$ cat src/rtl/instr_fetch_unit.sv
// Instruction fetch unit: owns the PC, fetches words over req/ack and hands them to
// decode over valid/ready, then steps the PC using the resolved branch/jump controls.
module instr_fetch_unit #(
  parameter logic [31:0] RESET_PC = 32'h0000_0000,
  parameter int unsigned TIMEOUT  = 16
) (
  input  logic        clk_i,
  input  logic        rst_i,
  output logic        imem_req_o,
  output logic [31:0] imem_addr_o,
  input  logic        imem_ack_i,
  input  logic [31:0] imem_rdata_i,
  output logic        instr_valid_o,
  input  logic        instr_ready_i,
  output logic [31:0] instr_o,
  output logic [31:0] pc_o,
  input  logic        branch_i,
  input  logic        cond_i,
  input  logic        jump_i,
  output logic        fetch_err_o,
  output logic [31:0] instr_cnt_o
);

  typedef enum logic [1:0] {
    IDLE  = 2'd0,
    FETCH = 2'd1,
    HOLD  = 2'd2,
    ERR   = 2'd3
  } state_t;

  localparam bit          TO_EN_C   = (TIMEOUT != 32'd0);
  localparam logic [31:0] TO_LAST_C = 32'(TIMEOUT) - 32'd1;

  state_t      state_r;
  logic [31:0] pc_r;
  logic [31:0] instr_r;
  logic [31:0] tcnt_r;
  logic [31:0] cnt_r;
  logic [31:0] next_pc_s;

  // Jump beats taken branch beats sequential; all sums wrap modulo 2^32.
  function automatic logic [31:0] calc_next_pc(input logic [31:0] pc,
                                               input logic [31:0] instr,
                                               input logic        br,
                                               input logic        cd,
                                               input logic        jp);
    logic [31:0] pc4;
    logic [31:0] result;
    pc4 = pc + 32'd4;
    if (jp) begin
      result = {pc4[31:28], instr[25:0], 2'b00};
    end else if (br && cd) begin
      result = pc4 + {{14{instr[15]}}, instr[15:0], 2'b00};
    end else begin
      result = pc4;
    end
    return result;
  endfunction

  // Next-PC candidate; only consumed in the accepting HOLD cycle.
  always_comb begin
    next_pc_s = calc_next_pc(pc_r, instr_r, branch_i, cond_i, jump_i);
  end

  // Fetch FSM with PC, instruction, timeout and retired-count registers.
  always_ff @(posedge clk_i or negedge rst_i) begin
    if (!rst_i) begin
      state_r <= IDLE;
      pc_r    <= RESET_PC;
      instr_r <= 32'd0;
      tcnt_r  <= 32'd0;
      cnt_r   <= 32'd0;
    end else begin
      case (state_r)
        IDLE: begin
          state_r <= FETCH;
        end
        FETCH: begin
          if (imem_ack_i) begin
            instr_r <= imem_rdata_i;
            state_r <= HOLD;
          end else if (TO_EN_C && (tcnt_r == TO_LAST_C)) begin
            state_r <= ERR;
          end else begin
            tcnt_r <= tcnt_r + 32'd1;
          end
        end
        HOLD: begin
          if (instr_ready_i) begin
            pc_r    <= next_pc_s;
            cnt_r   <= cnt_r + 32'd1;
            tcnt_r  <= 32'd0;
            state_r <= FETCH;
          end else begin
            state_r <= HOLD;
          end
        end
        ERR: begin
          state_r <= ERR;
        end
        default: begin
          state_r <= IDLE;
        end
      endcase
    end
  end

  // Handshake flags decode straight from the state register so reset drops them at once.
  assign imem_req_o    = (state_r == FETCH);
  assign instr_valid_o = (state_r == HOLD);
  assign fetch_err_o   = (state_r == ERR);
  assign imem_addr_o   = pc_r;
  assign pc_o          = pc_r;
  assign instr_o       = instr_r;
  assign instr_cnt_o   = cnt_r;

endmodule

$ cat config.mk
export PLATFORM = sky130hd
export DESIGN_NAME = instr_fetch_unit
export DESIGN_NICKNAME = d
export VERILOG_FILES = /design/src/rtl/instr_fetch_unit.sv
export SDC_FILE = /design/constraint.sdc
export NUM_CORES = 1
export LEC_CHECK = 0
export ABC_AREA = 1
export CAP_MARGIN = 20
export CORE_ASPECT_RATIO = 0.9
export CORE_MARGIN = 8
export CORE_UTILIZATION = 59
export DETAILED_ROUTE_END_ITERATION = 10
export HOLD_SLACK_MARGIN = 0.1
export PLACE_DENSITY = 0.95
export SYNTH_ARGS = -nofsm -noshare
export SYNTH_HDL_FRONTEND = slang
export SYNTH_SLANG_ARGS = --single-unit
export TNS_END_PERCENT = 20
$ cat constraint.sdc
create_clock -name clk_i -period 7.4 [get_ports clk_i]
set_input_delay 0.74 -clock clk_i [delete_from_list [all_inputs] [get_ports clk_i]]
set_output_delay 0.74 -clock clk_i [all_outputs]
set_load 0.1 [all_outputs]
==> results.yml, run 1 <==
min_path:
  worst_hold_class: "input pin to asynchronous set/reset pin"
clock_tree:
  cts-buffers-inserted: 17
  cts_post_setup_buffers_inserted: 0
  cts.clk_slew.worst_paths_ns: 0.06
  tritoncts: "built"
  number_of_hold_buffers_added_after_cts: 0
  clock_latency_ns: 0.43
  numClockSinks: 128
  htree_num_levels: 4
  cts-root-to-sink-buffers: 2
  resized_gates_after_cts: 0
  clock_tree.root_cell: "clkbuf_16"
setup_path:
  worstRegToRegCells: 18
  path_class: "register to output port"
  cp_cell_instances: "clkdlybuf4s50_1"
  worstPathBufferInverterCount: 1
  required_ns: 6.66
  critPathLaunch: "instr_o[15]$_DFFE_PN0P_"
  cp-start-kind: "register"
  cpMaxStageDelayCell: "clkdlybuf4s50_1"
  crit_path_max_fanout: 23
  crit_path_max_incr_delay_ns: 1.30
  worstPathArrival_ns: 2.78
  reg2reg_from: "imem_addr_o[2]$_DFFE_PN0P_"
  timing.critical_path.depth: 1
  worst_setup_path_end_kind: "output port"
  timing.critical_path.max_delay_family: "buffers and inverters"
synthesis:
  yosys_warnings: 0
  post_synth_most_frequent_cells: "nand2_1, inv_1, nor2_1"
  leading_cell_type_by_number_of_instances_after_synthesis: "nand2_1"
  synth_enable_flop_cells: 0
  synth_sequential_area_ratio_pct: 32.7
  synthFlopType: "dfrtp_1"
  synth.cell_area_mm2: 0.00981
  netlist.area_leader.share_pct: 32.7
  synthDistinctLibCells: 42
  ys_seq_elements: 128
  post_synth_main_area_contributors: "dfrtp_1, nand2_1, inv_1, nor2_1, nand3_1"
  async_flop_share_pct: 100
  synthesis.area_per_instance_um2: 6.77
  leading_area_contributor_after_synthesis: "dfrtp_1"
  postSynthCellCount: 1449
die:
  design.portCount: 170
  design.core.area_mm2: 0.0162
  dieArea_mm2: 0.0210
  initial_utilization_pct: 60.6
  die_x_um: 152
  number_of_rows_in_the_core_area: 44
  floorplan.die.height_um: 138
grt:
  all_layer_global_routing_usage_pct: 30.8
  globalRouteMet3Util_pct: 8.40
  busiest_layer: "met2"
  grt_start_max_net_pins: 75
  globalRoute.totalOverflow: 0
  grt_util_met1_pct: 39.6
  number_of_antenna_violations_at_the_first_check_in_global_routing: 0
  groute.layer.met2.usage_pct: 47.9
  grt_pass1_vias: 10100
  first_pass_grt_wire_length_um: 52900
timing:
  worst_slew_margin_rel_pct: 29.5
  period_needed_ns: 3.52
  fmax_mhz: 284
  min_period_over_period_pct: 47.5
  worst_clock_skew_ns: 0.00876
  report.final.hold_viol_count: 0
  maxSlewViolCount: 0
  setup_viol: 0
  finalSetupTns_ns: 0
  tightest_slew_ns: 1.06
  unrepaired_setup_endpoints_after_global_routing: "false"
outcome:
  status: "complete, no violations"
final_layout:
  syn2layout_area_growth_pct: 22.3
  fillerInstances: 1292
  multi_input_combinational_cell_area_mm2: 0.00559
  ff_latch_area_mm2: 0.00320
  layout-drive-gt1-share_pct: 5.22
  antenna-diode-count: 0
  layout.nets: 1656
  finish.instance_area_mm2: 0.0120
routing:
  detail_route.iter0.violations: 1091
  drt-vias-per-instance: 5.83
  detail_route.wirelength_um: 33100
  drt_drc_violations_left: 0
  route.vias.total: 10500
  ant_nets: 0
  wl_per_cell_um: 18.4
  drtPass1Iterations: 8
flow_run:
  max_cap_viol_count: 0
placed_design:
  finalWeightedCongestion: 1.02
  dp.final_hpwl_um: 24500
  numPortBuffers: 165
  placed_area_mm2: 0.0114
[cells by family after synthesis]
group	count (synthesis)	synth area share, %
compound gates	165	9.03
simple gates	794	34.6
mux	18	2.07
xor+xnor	67	5.98
fa+ha+maj	40	5.18
flops	128	32.7
buf+inv	236	10.4
other cells	1	0.0382
[metrics by stage]
step | utilization (%) | hold WS, ns | cells | worst slack [ns]
6_report | 74.1 | 0.339 | 1797 | 3.88
2_1_floorplan | - | 0.444 | 1452 | 3.99
5_1_grt | 74.1 | 0.399 | 1797 | 3.65
3_3_place_gp | 70.4 | 0.465 | 1764 | 4.14
3_5_place_dp | 70.4 | 0.466 | 1764 | 4.06
4_1_cts | 74.0 | 0.360 | 1796 | 3.92
[area by class of cell]
cell class / instances / share of cell area, %
well taps: 207 / 2.16
clock inverters: 12 / 1.11
inverters: 171 / 5.35
repair buffers: 171 / 14.3
flip-flops and latches: 128 / 26.7
clock buffers: 20 / 3.81
multi-input cells: 1088 / 46.6
[routing by layer]
metal  vias to the layer above  share of wire (%)
met5                         -                  0
li1                       4890                  -
met2                       641                 44
met1                      4856                 42
met4                         0                3.3
met3                        90                 10
[placed cells by master, fill, tap and decap left out, drive strengths merged, types with 2 or more instances in the layout]
master         count
xnor2             23
nor3b              4
dfrtp            128
o21bai             8
and3               2
clkdlybuf4s50    164
o22ai              4
nor4              12
clkinvlp           3
nand4             28
o21ai             60
and2               2
nand3            100
a21oi             80
xor2              44
nor2             143
or2               12
nand3b            13
a21boi             6
a21o               2
nor3              38
a31oi              2
conb               4
bufinv             2
nand2            440
clkinv             6
clkbuf            20
inv              172
mux2              18
ha                39
buf                7
[registers in the layout, indices dropped and copies added (netlist names)]
register	cells
instr_o	32
tcnt_r	32
instr_cnt_o	32
state_r	2
imem_addr_o	30
[final timing paths]
path                                                to  slack, ns
max in group asynchronous  imem_addr_o[11]$_DFFE_PN0P_       5.86
min reg2reg                instr_cnt_o[31]$_DFFE_PN0P_       0.48
min in group clk_i         instr_cnt_o[31]$_DFFE_PN0P_       0.48
max reg2reg                imem_addr_o[19]$_DFFE_PN0P_       3.95
max                                        instr_o[15]       3.88
min                        instr_cnt_o[22]$_DFFE_PN0P_       0.34
Power of run 1 is not shown: default switching activity piles up to over one toggle a cycle in this logic, so the estimate is an artifact.
==> inputs of run 2 (changes only) <==
CORE_UTILIZATION = 49   (was 59)
PLACE_DENSITY = 0.89   (was 0.95)
clock period = 3 ns   (was 7.4 ns; I/O delays follow)
==> run 2 against run 1 <==
Hold slack better by 0.12 ns. Non-clock buffer count increased by 98. Sequential share of layout area is 1.9 points lower. Critical path depth increased by 17. Core utilization is 8.1 points lower. Clock skew increased by 0.0033 ns. Clock-buffer cell count unchanged. Global-route usage shrank 3.2 points. Via count up 2.5%. First-iteration DRC count is 3.0% lower. Highest routed layer unchanged. Flip-flop and latch count is the same.
==> results.yml, run 2 (synthesized netlist as in run 1, its figures left out) <==
min_path:
  worstHoldPathCells: 3
  worst_hold_class: "input pin to register"
final_layout:
  syn2layout_area_growth_pct: 33.2
  ff_latch_area_mm2: 0.00324
  most-common-layout-cells: "nand2_1, buf_4, inv_1, nor2_1, dfrtp_1"
  layout.cells.most_common: "nand2_1"
  layout-drive-gt1-share_pct: 26.1
  layout.nets: 1754
  fillerInstances: 1704
  finish.instance_area_mm2: 0.0131
  multi_input_combinational_cell_area_mm2: 0.00618
  antenna-diode-count: 0
grt:
  grt_pass1_vias: 10200
  number_of_antenna_violations_at_the_first_check_in_global_routing: 0
  first_pass_grt_wire_length_um: 53900
  grt_start_max_net_pins: 79
  all_layer_global_routing_usage_pct: 27.6
  globalRoute.totalOverflow: 0
setup_path:
  cp-start-kind: "register"
  required_ns: 3.35
  worst_setup_path_end_kind: "register"
  worstRegToRegCells: 18
  worstPathArrival_ns: 3.26
  path_class: "register to register"
  crit_path_max_fanout: 4
timing:
  fmax_mhz: 344
  worst_slew_margin_rel_pct: 49.2
  worst_clock_skew_ns: 0.0120
  finalSetupTns_ns: 0
  report.final.hold_viol_count: 0
  min_period_over_period_pct: 97.0
  setup_viol: 0
  unrepaired_setup_endpoints_after_global_routing: "true"
  maxSlewViolCount: 0
  period_needed_ns: 2.91
  hold_ws_ns: 0.464
  tightest_slew_ns: 0.763
flow_run:
  max_cap_viol_count: 0
clock_tree:
  tritoncts: "built"
  numClockSinks: 128
  cts-root-to-sink-buffers: 2
  clock_latency_ns: 0.43
  cts-buffers-inserted: 17
  htree_num_levels: 4
  clock_tree.root_cell: "clkbuf_16"
  cts.clk_slew.worst_paths_ns: 0.07
die:
  design.portCount: 170
  initial_utilization_pct: 49.5
  die_x_um: 165
  design.core.area_mm2: 0.0198
  dieArea_mm2: 0.0248
  number_of_rows_in_the_core_area: 49
  floorplan.die.height_um: 150
routing:
  detail_route.iter0.violations: 1058
  drt-vias-per-instance: 5.53
  drtPass1Iterations: 5
  route.vias.total: 10700
  wl_per_cell_um: 18.0
  ant_nets: 0
  detail_route.wirelength_um: 34900
  drt_drc_violations_left: 0
placed_design:
  numPortBuffers: 165
  dp.final_hpwl_um: 26400
  placed_area_mm2: 0.0118
  finalWeightedCongestion: 1.07
outcome:
  status: "complete, no violations"
==> run 2: cell count changes in the layout (fill, tap and decap cells not counted), moves of 16 or more <==
cell | before | now
buf_4 | 5 | 229
dfrtp_2 | 0 | 22
dfrtp_1 | 128 | 104
nor2_1 | 139 | 111
nand2_2 | 3 | 25
nand2_1 | 437 | 412
nor2_2 | 3 | 20
ha_1 | 39 | 23
clkdlybuf4s50_1 | 164 | 37
==> run 2: cell type report <==
cell class                 count  share of cell area, %
sequential                   128                   24.8
tap                          255                   2.44
clock inverter                12                  0.824
clock buffer                  20                   3.50
multi-input combinational   1088                   47.3
inverter                     171                   4.93
timing repair buffer         269                   16.2
==> run 2: stage by stage <==
step / cells / utilization [%] / setup slack (ns)
final: 1943 / 66.0 / 0.0910
after global routing: 1943 / 66.0 / -0.0716
after CTS: 1930 / 62.8 / -0.00214
after detailed placement: 1897 / 59.6 / -0.434
after global placement: 1897 / 59.6 / -0.403
after floorplan: 1452 / - / 0.00603
==> run 2: critical path, stage by stage (launching register included) <==
cell      delay, ns
dfrtp_4        0.44
nand2_1        0.09
nor2_4         0.22
nand2_2        0.12
nor2_4         0.17
nand3_4        0.14
o21ai_2        0.20
nand2_2        0.09
buf_4          0.15
ha_4           0.27
nand2_2        0.08
buf_4          0.15
nor2_2         0.10
nand2_1        0.06
inv_1          0.09
nand3_1        0.12
nand3_1        0.10
nand3_1        0.12
a21boi_1       0.15
==> run 2: worst paths after layout <==
path	from	end	slack, ns
worst max-delay path	imem_addr_o[3]$_DFFE_PN0P_	imem_addr_o[29]$_DFFE_PN0P_	0.09
worst min-delay path	imem_rdata_i[11]	instr_o[11]$_DFFE_PN0P_	0.46
worst max register to register	imem_addr_o[3]$_DFFE_PN0P_	imem_addr_o[29]$_DFFE_PN0P_	0.09
worst min register to register	instr_cnt_o[31]$_DFFE_PN0P_	instr_cnt_o[31]$_DFFE_PN0P_	0.49
max in group asynchronous	rst_i	tcnt_r[22]$_DFFE_PN0P_	1.71
min in group asynchronous	rst_i	imem_addr_o[31]$_DFFE_PN0P_	0.51
==> run 2: metal layers <==
layer	up-vias	wire length [um]	share of wire, %	GRT usage (%)
met1	5016	14400	41	36.2
met2	560	15900	46	43.7
li1	5072	-	-	-
met3	88	3320	9.5	5.90
met5	-	0	0	0
met4	0	1220	3.5	11.0
==> run 2: what timing repair did <==
| action | 4_1_cts | 5_1_grt |
|---|---|---|
| setup endpoints to repair | 15 | 23 |
| pin swaps | 0 | 26 |
| endpoints found under the hold margin | 75 | 0 |
| buffers inserted | 0 | 13 |
| resized for setup | 16 | 126 |
| hold buffers | 1 | 0 |
| gates cloned | 0 | 0 |
Power of run 2 is left out for the same reason.
